**config.mk**
```make
export PLATFORM = sky130hd
export DESIGN_NAME = fir_out_packer
export DESIGN_NICKNAME = d
export VERILOG_FILES = /design/src/rtl/fir_out_packer.sv
export SDC_FILE = /design/constraint.sdc
export NUM_CORES = 1
export LEC_CHECK = 0
export ABC_AREA = 1
export CAP_MARGIN = 20
export CORE_AREA = 5 5 303 305
export DETAILED_ROUTE_END_ITERATION = 8
export DIE_AREA = 0 0 308 310
export DONT_BUFFER_PORTS = 1
export PLACE_DENSITY = 0.7
export SYNTH_ARGS = -nofsm -noshare
export SYNTH_HDL_FRONTEND = slang
export SYNTH_SLANG_ARGS = --single-unit
```
**constraint.sdc**
```tcl
create_clock -name clk -period 5.45 [get_ports clk]
set_input_delay 1.09 -clock clk [delete_from_list [all_inputs] [get_ports clk]]
set_output_delay 1.09 -clock clk [all_outputs]
set_load 0.02 [all_outputs]
```
**src/rtl/fir_out_packer.sv**
```systemverilog
// Packs LANES consecutive FIR samples into one wide word and streams the words out
// through a small FWFT FIFO as an AXI4-Stream master. Words that find the FIFO full are dropped and counted.
module fir_out_packer #(
  parameter int DATA_W      = 16,
  parameter int LANES       = 4,
  parameter int FIFO_DEPTH  = 16,
  parameter int FRAME_WORDS = 256
) (
  input  logic                              clk,
  input  logic                              rst,
  input  logic                              in_valid,
  input  logic [DATA_W-1:0]                 in_data,
  output logic [DATA_W*LANES-1:0]           m_axis_tdata,
  output logic                              m_axis_tvalid,
  input  logic                              m_axis_tready,
  output logic                              m_axis_tlast,
  input  logic                              clear_ovf,
  output logic [15:0]                       ovf_cnt,
  output logic [$clog2(FIFO_DEPTH):0]       fifo_level
);

  localparam int WORD_W = DATA_W * LANES;
  localparam int LNW    = $clog2(LANES);
  localparam int PW     = $clog2(FIFO_DEPTH);
  localparam int LW     = PW + 1;
  localparam int FW_W   = (FRAME_WORDS > 1) ? $clog2(FRAME_WORDS) : 1;

  localparam logic [LNW-1:0]  LANE_LAST  = LNW'(LANES - 1);
  localparam logic [LW-1:0]   DEPTH_L    = LW'(FIFO_DEPTH);
  localparam logic [FW_W-1:0] FRAME_LAST = FW_W'(FRAME_WORDS - 1);

  function automatic logic [15:0] sat_inc16(input logic [15:0] v);
    return (v == 16'hFFFF) ? v : v + 16'd1;
  endfunction

  logic [LNW-1:0]    lane_p0;
  logic [WORD_W-1:0] word_p0;
  logic [WORD_W-1:0] word_full;
  logic              word_done;
  logic              push;
  logic              pop;
  logic              drop;
  logic              frame_last;

  logic [FW_W-1:0]   frame_p1;
  logic [PW-1:0]     wr_ptr_p1;
  logic [PW-1:0]     rd_ptr_p1;
  logic [LW-1:0]     level_p1;
  logic [15:0]       ovf_p1;
  logic [WORD_W:0]   mem_p1 [FIFO_DEPTH];
  logic [WORD_W:0]   head;

  // p0: lane packing; the completed word is assembled combinationally with the final sample
  always_ff @(posedge clk) begin
    if (rst) begin
      lane_p0 <= '0;
    end else if (in_valid) begin
      lane_p0 <= (lane_p0 == LANE_LAST) ? '0 : lane_p0 + LNW'(1);
    end
  end

  always_ff @(posedge clk) begin
    if (in_valid) begin
      word_p0[lane_p0*DATA_W +: DATA_W] <= in_data;
    end
  end

  always_comb begin
    word_full = word_p0;
    word_full[(LANES-1)*DATA_W +: DATA_W] = in_data;
  end

  assign m_axis_tvalid = (level_p1 != '0);
  assign pop        = m_axis_tvalid & m_axis_tready;
  assign word_done  = ~rst & in_valid & (lane_p0 == LANE_LAST);
  assign push       = word_done & ((level_p1 < DEPTH_L) | pop);
  assign drop       = word_done & ~push;
  assign frame_last = (frame_p1 == FRAME_LAST);

  // p1: FIFO storage, frame marking and drop accounting
  always_ff @(posedge clk) begin
    if (push) begin
      mem_p1[wr_ptr_p1] <= {frame_last, word_full};
    end
  end

  always_ff @(posedge clk) begin
    if (rst) begin
      wr_ptr_p1 <= '0;
      rd_ptr_p1 <= '0;
      level_p1  <= '0;
      frame_p1  <= '0;
    end else begin
      if (push) begin
        wr_ptr_p1 <= wr_ptr_p1 + PW'(1);
        frame_p1  <= frame_last ? '0 : frame_p1 + FW_W'(1);
      end
      if (pop) begin
        rd_ptr_p1 <= rd_ptr_p1 + PW'(1);
      end
      if (push && !pop) begin
        level_p1 <= level_p1 + LW'(1);
      end else if (!push && pop) begin
        level_p1 <= level_p1 - LW'(1);
      end
    end
  end

  always_ff @(posedge clk) begin
    if (rst) begin
      ovf_p1 <= '0;
    end else if (clear_ovf) begin
      ovf_p1 <= '0;
    end else if (drop) begin
      ovf_p1 <= sat_inc16(ovf_p1);
    end
  end

  // Storage is not reset, so the head is masked to zero whenever nothing is stored
  assign head         = mem_p1[rd_ptr_p1];
  assign m_axis_tdata = m_axis_tvalid ? head[WORD_W-1:0] : '0;
  assign m_axis_tlast = m_axis_tvalid & head[WORD_W];
  assign ovf_cnt      = ovf_p1;
  assign fifo_level   = level_p1;

endmodule

```
==> run summary <==
Status = completed
Final nets = 4545
Clk slew on worst S/H paths = 0.06 ns
Crit-path most repeated cell = nand3_1
Max Root-Sink Buffers = 3
Crit path launch type = flip-flop
Top Ports = 108
Post-route clock period utilization = 89.6%
Core footprint = 0.0890 mm^2
Slowest stage delay, CP = 0.81 ns
Critical Path RT = 4.36 ns
Ant diodes = 0
Vias per Instance = 5.50
Register bit total from synthesis = 1131
Via Count = 31700
Rel. slew slack = 19.9%
Sink Count = 1131
DR WL/cell = 21.0 um
Slew @ Worst Pin = 1.20 ns
RSZ-0062 raised after global routing = false
Leakage = 21.3 nW
Buf/Inv on CP = 2
Post-Syn Nets = 4605
Worst hold start = rst
Share of layout cells above drive strength 1 = 5.25%
Setup tns final = 0 ns
Vias in the first global route = 30700
Mapped cell area = 0.0482 mm^2
Worst path arrival time = 3.79 ns
Design Area, Final = 0.0526 mm^2
Syn Inst Count = 4567
Critical-path top delay cell = dfxtp_4
DRC = 0
CTS Buf Count = 111
Routed WL = 121000 um
Fmax achieved = 0.205 GHz
Fill count = 7012
Total Routing Usage GR = 25.1%
Worst IR drop on VDD = 0.444 mV
DRC marker count from the first detailed-route iteration = 3887
CTS tree = yes
Worst skew pair latency = 0.70 ns
Avg Cell Area, Syn = 10.6 um^2
Yosys top cell area share = 67.7%
Post-CTS Hold Buffers = 0
Dpl hpwl = 60800 um
Drt first pass iters = 6
Hold Path Class = in -> reg
Worst Skew = 0.0281 ns
Row count = 110
Register area share after synthesis = 69.5%
Die Ht = 310 um
Die span in x = 308 um
Worst Path Max Fanout = 256
Max-cap viol count = 0
I/O Buffers = 0
Commonest cells after routing, fill and taps aside = nand2_1, edfxtp_1, nand3_1, inv_1, clkbuf_16
Area Growth Syn to Fin = 9.04%
Post-route ant nets = 0
Initial cell density of the core = 54.2%
Initial antenna violation count = 1
Dominant cells by area after synthesis = edfxtp_1, nand2_1, nand3_1
CP Capture Type = primary output
Post-CTS Setup Bufs = 0
Final Hold Vio Count = 0
Synth cell types = 29
Cells along the critical path = inv_16 -> buf_4 -> nand2_1 -> nand3_1 -> nand3_1 -> nand3_1 -> a21oi_1
Global route overflow = 0
Largest net degree at the start of global routing = 257
CP delay by family, top = buffers and inverters
Post-CTS Resized = 0
H-Tree Depth = 3
Synth warnings = 0
Final setup fails = 0
Area leader, netlist = edfxtp_1
First-pass GRT wire length = 182000 um
GPL Wtd Cong = 0.826
Die area = 0.0955 mm^2
Crit Path Class = reg -> out
Max-slew violation count = 0
Most common cell after layout, fill and taps aside = nand2_1
Worst r2r src = lane_p0[0]
Post-DP Area = 0.0492 mm^2
Tmin final = 4.88 ns
Root buf cell = clkbuf_16
Pwr Density = 426 mW/mm^2
-- layer usage --
| layer | share of wire (%) | routed length, um | GRT usage [%] | vias up |
|---|---|---|---|---|
| li1 | - | - | - | 14800 |
| met1 | 39 | 47200 | 33.8 | 15100 |
| met5 | 0 | 0 | 0 | - |
| met2 | 48 | 58000 | 41.8 | 1524 |
| met4 | 3.1 | 3750 | 8.54 | 0 |
| met3 | 9.9 | 11900 | 4.53 | 241 |
-- sequential cells by signal, summed over array words and instances (netlist names), named ones only --
| signal | count |
|---|---|
| ovf_cnt | 16 |
| mem_p1 | 1040 |
| lane_p0 | 2 |
| frame_p1 | 8 |
| fifo_level | 5 |
| rd_ptr_p1 | 4 |
| word_p0 | 48 |
| wr_ptr_p1 | 4 |
-- synthesized netlist by cell type --
| cell type | number |
|---|---|
| a21oi_1 | 91 |
| buf_1 | 12 |
| buf_12 | 1 |
| buf_2 | 118 |
| buf_4 | 26 |
| buf_6 | 37 |
| clkbuf_1 | 35 |
| clkinv_1 | 1 |
| clkinv_2 | 1 |
| dfxtp_1 | 43 |
| edfxtp_1 | 1088 |
| fa_1 | 1 |
| ha_1 | 16 |
| inv_1 | 585 |
| inv_2 | 1 |
| inv_6 | 1 |
| nand2_1 | 1679 |
| nand2_2 | 2 |
| nand3_1 | 669 |
| nand4_1 | 6 |
| nand4_2 | 1 |
| nor2_1 | 114 |
| nor2_2 | 6 |
| nor2_4 | 3 |
| nor3_1 | 2 |
| o21ai_0 | 15 |
| or2_2 | 1 |
| xnor2_1 | 5 |
| xor2_1 | 7 |
-- logic make-up (layout without fill, tap and decap cells) --
| group | Yosys count | after routing | share of synthesized area, % |
|---|---|---|---|
| xor+xnor | 12 | 12 | 0.218 |
| fa+ha+maj | 17 | 17 | 0.457 |
| simple gates | 2483 | 2483 | 21.2 |
| compound gates | 106 | 106 | 1.10 |
| buf+inv | 818 | 841 | 7.50 |
| flops | 1131 | 1131 | 69.5 |
-- worst paths after layout --
check / slack (ns) / endpoint / cells after the start
max: 0.57 / m_axis_tdata[62] / 7
min: 0.45 / fifo_level[4] / 1
max reg2reg: 2.20 / mem_p1[13][52] / 6
min reg2reg: 0.49 / frame_p1[1] / 2
-- metrics by stage --
stage                     std cells  hold WS, ns  setup slack (ns)  power (mW)  util, %
after floorplan                4567        0.455             0.528        14.1        -
after global placement         5570        0.469              1.40        15.2     55.2
after detailed placement       5570        0.473              1.40        15.3     55.2
after CTS                      5766        0.414             0.633        22.5     59.1
after global routing           5766        0.441             0.417        23.4     59.1
final                          5766        0.455             0.567        22.4     59.1
-- power breakdown --
part	internal, mW	total [mW]	switching (mW)
combinational	1.32	5.31	4.00
sequential	9.55	9.78	0.229
clock	4.11	7.28	3.18
total	15.0	22.4	7.41
-- layout make-up --
| cell class | count | area [um^2] | area share (%) |
|---|---|---|---|
| Clock inverter | 55 | 465 | 0.885 |
| Clock buffer | 141 | 2960 | 5.63 |
| Tap cell | 1176 | 1470 | 2.80 |
| Sequential cell | 1131 | 33500 | 63.8 |
| Multi-Input combinational cell | 2618 | 11200 | 21.3 |
| Inverter | 589 | 2240 | 4.27 |
| Timing Repair Buffer | 56 | 696 | 1.32 |
Power figures use the tool's default switching activity.
